<file path="config.mk">
export PLATFORM = sky130hd
export DESIGN_NAME = tag_ram_ctrl
export DESIGN_NICKNAME = d
export VERILOG_FILES = /design/src/rtl/tag_ram_pkg.sv /design/src/rtl/rr_arb2.sv /design/src/rtl/tag_ram_ctrl.sv
export SDC_FILE = /design/constraint.sdc
export NUM_CORES = 1
export LEC_CHECK = 0
export BUFFER_PORTS_ARGS = -buffer_cell sky130_fd_sc_hd__buf_2
export CORE_MARGIN = 2
export CORE_UTILIZATION = 40
export DETAILED_ROUTE_END_ITERATION = 7
export PLACE_DENSITY = 0.83
export SLEW_MARGIN = 10
export SYNTH_ARGS = -nofsm -noshare
export SYNTH_HDL_FRONTEND = slang
export SYNTH_HIERARCHICAL = 1
export SYNTH_SLANG_ARGS = --single-unit
</file>
<file path="constraint.sdc">
create_clock -name clock -period 1.65 [get_ports clock]
set_input_delay 0.33 -clock clock [delete_from_list [all_inputs] [get_ports clock]]
set_output_delay 0.33 -clock clock [all_outputs]
set_load 0.01 [all_outputs]
</file>
<file path="src/rtl/tag_ram_pkg.sv">
// rtl/tag_ram_pkg.sv - shared types and width helpers for the tag RAM controller
package tag_ram_pkg;

   typedef enum logic [1:0] {
      ST_INIT = 2'd0,
      ST_IDLE = 2'd1,
      ST_LOOK = 2'd2
   } state_t;

   // Requester slots on the arbiter: bit 0 lookup, bit 1 update.
   localparam int REQ_LK = 0;
   localparam int REQ_UP = 1;

   function automatic int vbit_of(input int dwidth);
      return dwidth - 1;
   endfunction

   function automatic int tag_w_of(input int dwidth);
      return dwidth - 1;
   endfunction

endpackage

</file>
<file path="src/rtl/rr_arb2.sv">
// rtl/rr_arb2.sv - two-way round-robin arbiter; priority passes to the loser on every grant
module rr_arb2 (
   input  logic       clock,
   input  logic       rst_n,
   input  logic       en,
   input  logic [1:0] req,
   output logic [1:0] gnt
);

   logic prio;

   always_comb begin
      gnt = 2'b00;
      if (en) begin
         if (req == 2'b11) gnt = prio ? 2'b10 : 2'b01;
         else              gnt = req;
      end
   end

   always_ff @(posedge clock or negedge rst_n) begin
      if (!rst_n)      prio <= 1'b0;
      else if (gnt[0]) prio <= 1'b1;
      else if (gnt[1]) prio <= 1'b0;
   end

endmodule

</file>
<file path="src/rtl/tag_ram_ctrl.sv">
// rtl/tag_ram_ctrl.sv - shares one sync-read tag RAM between a lookup port and an update port
module tag_ram_ctrl
   import tag_ram_pkg::*;
#(
   parameter int AWIDTH     = 3,
   parameter int DWIDTH     = 14,
   parameter bit INIT_CLEAR = 1'b1
) (
   input  logic              clock,
   input  logic              rst_n,
   input  logic              lk_valid,
   output logic              lk_ready,
   input  logic [AWIDTH-1:0] lk_index,
   input  logic [DWIDTH-2:0] lk_tag,
   output logic              rsp_valid,
   output logic              rsp_hit,
   output logic [DWIDTH-2:0] rsp_tag,
   input  logic              up_valid,
   output logic              up_ready,
   input  logic [AWIDTH-1:0] up_index,
   input  logic [DWIDTH-2:0] up_tag,
   input  logic              up_vbit,
   output logic              init_done,
   output logic [AWIDTH-1:0] ram_addr,
   output logic [DWIDTH-1:0] ram_din,
   output logic              ram_we,
   input  logic [DWIDTH-1:0] ram_dout
);

   localparam int VBIT  = vbit_of(DWIDTH);
   localparam int TAG_W = tag_w_of(DWIDTH);

   state_t            state;
   logic [AWIDTH-1:0] cnt;
   logic [TAG_W-1:0]  tag_q;
   logic [1:0]        gnt;

   rr_arb2 u_arb (
      .clock (clock),
      .rst_n (rst_n),
      .en    (state == ST_IDLE),
      .req   ({up_valid, lk_valid}),
      .gnt   (gnt)
   );

   assign lk_ready = gnt[REQ_LK];
   assign up_ready = gnt[REQ_UP];

   // RAM port is steered combinationally so a grant reaches the RAM in the same cycle.
   always_comb begin
      ram_we   = 1'b0;
      ram_addr = lk_index;
      ram_din  = {up_vbit, up_tag};
      if (state == ST_INIT) begin
         ram_we   = 1'b1;
         ram_addr = cnt;
         ram_din  = '0;
      end else if (gnt[REQ_UP]) begin
         ram_we   = 1'b1;
         ram_addr = up_index;
      end
   end

   always_ff @(posedge clock or negedge rst_n) begin
      if (!rst_n) begin
         state     <= INIT_CLEAR ? ST_INIT : ST_IDLE;
         cnt       <= '0;
         init_done <= !INIT_CLEAR;
         tag_q     <= '0;
         rsp_valid <= 1'b0;
         rsp_hit   <= 1'b0;
         rsp_tag   <= '0;
      end else begin
         rsp_valid <= 1'b0;
         case (state)
            ST_INIT: begin
               cnt <= cnt + 1'b1;
               if (cnt == {AWIDTH{1'b1}}) begin
                  state     <= ST_IDLE;
                  init_done <= 1'b1;
               end
            end
            ST_IDLE: begin
               if (gnt[REQ_LK]) begin
                  tag_q <= lk_tag;
                  state <= ST_LOOK;
               end
            end
            ST_LOOK: begin
               rsp_valid <= 1'b1;
               rsp_hit   <= ram_dout[VBIT] && (ram_dout[TAG_W-1:0] == tag_q);
               rsp_tag   <= ram_dout[TAG_W-1:0];
               state     <= ST_IDLE;
            end
            default: state <= ST_IDLE;
         endcase
      end
   end

endmodule

</file>
==> results.tsv <==
stage	metric	value	unit
run_status	status	finished, violations left	
run_status	violations	negative setup slack	
cells_and_area	finish.instance_area	2690	sq um
floorplan	die_w	68.4	microns
synthesis	yosys.area.top_type_share	0.528	
critical_path	reg2reg_launch_point	state[0]	
critical_path	critical_path.n_buffers_inverters	3	
placement	gp_routability_congestion	0.676	
floorplan	core_region_area	4000	sq um
cells_and_area	nFillCells	294	
synthesis	netlist.top_cell.by_area	dfrtp_1	
synthesis	syn-mean-instance-area	12.7	sq um
critical_path	worst_setup_path_end_kind	output port	
detailed_routing	detailedRoute.firstPassIterationCount	4	
detailed_routing	drt-initial-drc-count	63	
cells_and_area	final_cell_mix	83 x buf_2, 35 x dfrtp_1, 15 x mux2_4	
critical_path	worst_r2r_path_depth	9	
run	timing.max_cap.violations	0	
cells_and_area	drive_gt1_frac	0.645	
critical_path	worstPathArrival	1.62	ns
placement	dp.final_hpwl	2630	microns
synthesis	main_combinational_cell_family_by_area_after_synthesis	multiplexers	
critical_path	reg2reg_to	tag_q[6]	
cts	clockBufferDepth	2	
floorplan	io_pins	87	
cells_and_area	multi_input_combinational_cell_area	867	sq um
detailed_routing	postRouteAntennaNets	0	
critical_path	crit_path_cell_trace	and2b_2, nand2_2, a21oi_4, buf_6, buf_6, or2_4, buf_6	
timing	worst_hold_slack	0.0720	ns
timing	timing.setup.tns	-5.97	ns
detailed_routing	drc	0	
timing	worst_clock_skew	0.00860	ns
critical_path	cp_slowest_cell	dfrtp_1	
grt	number_of_antenna_violations_at_the_first_check_in_global_routing	0	
cells_and_area	seq_area	876	sq um
detailed_routing	route.detailed.vias_per_inst	4.68	
critical_path	critical-path-max-stage-delay	0.41	ns
cts	cts_buffers	5	
timing	drv_slew	0	
floorplan	placementRows	23	
detailed_routing	count_of_vias_placed_by_the_detailed_router	1380	
synthesis	synth_simple_gate_area_frac	0.118	
placement	place.port_buffers	86	
synthesis	ys_ff_latch	35	
pwr	leakage	1.41	nW
synthesis	syn-instance-count	131	
cells_and_area	syn2layout_area_growth	61.8	%
synthesis	yosysWarnings	6	
synthesis	ys_types	28	
timing	slew_headroom	0.702	
cts	clock-sinks	35	
timing	worst_slack	-0.304	ns
floorplan	fp.dieH	68.4	microns
grt	vias_in_the_first_global_route	1386	
synthesis	synthesis.area	1660	sq um
critical_path	worstSetupPathType	reg2out	
placement	post-place-ws	0.0140	ns
placement	placement.cell_area	2170	sq um
floorplan	initial_core_util	0.415	
grt	groute.usage.overall	0.177	
detailed_routing	postRouteWirelength	4260	microns
critical_path	setup.worst_path.start_class	flop	
timing	final.period_utilization	1.18	
critical_path	worst_path_dominant_cell_family	simple AND/OR/NAND/NOR gates	
detailed_routing	detail_route.wl_per_cell	14.4	microns
grt	grt_pass1_wl	6050	microns
synthesis	syn-num-nets	184	
cts	htree_num_levels	2	
cells_and_area	mostFrequentLayoutCell	buf_2	
timing	hold_viol	0	
cells_and_area	finish.net_count	297	
timing	setup_viol_count_final	34	
timing	period_minus_slack	1.95	ns
synthesis	synth-adder-area-share	0.0151	
synthesis	synth_compound_gate_area_share	0.0294	
cts	postCtsHoldBufs	0	
cts	worst_skew_pair.late_latency	0.29	ns
synthesis	synthTopCellsByArea	dfrtp_1 53%, mux2_2 19%, xor2_1 6.9%	
pwr	peakVddDrop	1200	uV
grt	gr-total-overflow	0	
cts	clk_pin_slew	0.08	ns
critical_path	setup.reg_to_reg.worst_slack	-0.14	ns
synthesis	yosys.area_share.xor_xnor	0.0739	
synthesis	seq_area_frac_synth	0.528	
timing	worst-slew-pin-transition	0.447	ns
cts	clock-root-buffer	clkbuf_8	
timing	unrepaired_setup_endpoints_after_global_routing	yes	
timing	fmaxAchievable	512	MHz
floorplan	dieArea	4680	sq um
critical_path	cp.required	1.32	ns
critical_path	worst-path-max-fanout	4	
critical_path	crit_top_cell	buf_6	
pwr	power	0.00538	W
cells_and_area	antenna_cells_inserted	0	
grt	grt_start_max_net_pins	36	
hold_path	hold_path_class	in2async	
cts	tritoncts	yes	
synthesis	yosys-mux-area-fraction	0.208	
pwr	power.density	2000	nW/um^2
==> logic make-up (layout without fill, tap and decap cells) <==
| logic type | after synthesis | count (layout) |
|---|---|---|
| compound gates | 8 | 8 |
| xor+xnor | 14 | 14 |
| mux | 31 | 31 |
| simple gates | 33 | 34 |
| buf+inv | 8 | 121 |
| fa+ha+maj | 2 | 2 |
| flops | 35 | 35 |
==> worst max path at each step <==
stage,start,to,cells after the start
2_1_floorplan,state[1],ram_addr[0],5
3_3_place_gp,state[1],ram_addr[0],6
3_5_place_dp,state[1],ram_addr[0],6
4_1_cts,state[1],ram_addr[0],6
5_1_grt,state[1],ram_addr[0],6
6_report,state[0],ram_we,7
==> area by class of cell <==
class	count	area share
sequential	35	0.326
multi-input combinational	89	0.323
timing repair buffer	110	0.273
clock buffer	5	0.0256
clock inverter	3	0.0252
tap	50	0.0233
inverter	3	0.00419
==> registers in the layout, summed over array words and instances (netlist names) <==
signal,cells
rsp_hit,1
rsp_valid,1
init_done,1
tag_q,13
cnt,3
state,2
rsp_tag,13
u_arb/prio,1
==> synthesized netlist by cell type <==
cell type   n
dfrtp_1    35
mux2_2     28
xor2_1     13
nor2b_1     9
nand2_1     7
and2b_1     5
inv_1       3
mux2i_1     3
nor4_1      3
o21ai_0     3
a21oi_1     2
buf_2       2
ha_1        2
nor2_1      2
a21o_1      1
a21oi_2     1
and2b_2     1
and3_1      1
buf_4       1
clkbuf_1    1
clkbuf_8    1
nand2_4     1
nand2b_1    1
nand3_1     1
nor3_1      1
o31ai_1     1
or2_2       1
xnor2_1     1
==> repair_timing <==
| item | in CTS | in global routing |
|---|---|---|
| gates resized for setup | 13 | 30 |
| setup endpoints to repair | 20 | 33 |
| gates cloned | 3 | 1 |
| pin swaps | 0 | 4 |
| buffers inserted | 11 | 8 |
| endpoints found under the hold margin | 0 | 0 |
==> where the power goes <==
group | internal [W] | leakage (nW) | switching (W)
clock network | 0.000603 | 0.0644 | 0.000323
registers | 0.00129 | 0.414 | 0.000265
logic | 0.00172 | 0.928 | 0.00118
==> layer usage <==
metal,up-vias,share of wire,track usage,routed length [microns]
met3,4,0.074,0.0559,315
met1,634,0.42,0.192,1790
li1,669,-,-,-
met2,73,0.50,0.332,2120
met5,-,0,0,0
met4,0,0.0068,0.0375,29
==> stage by stage <==
step                      instances  utilization
after detailed placement        267        0.544
after CTS                       288        0.633
after floorplan                 131            -
after global placement          267        0.544
final                           295        0.671
after global routing            295        0.671
No activity file was read; power rests on OpenSTA's default activity.
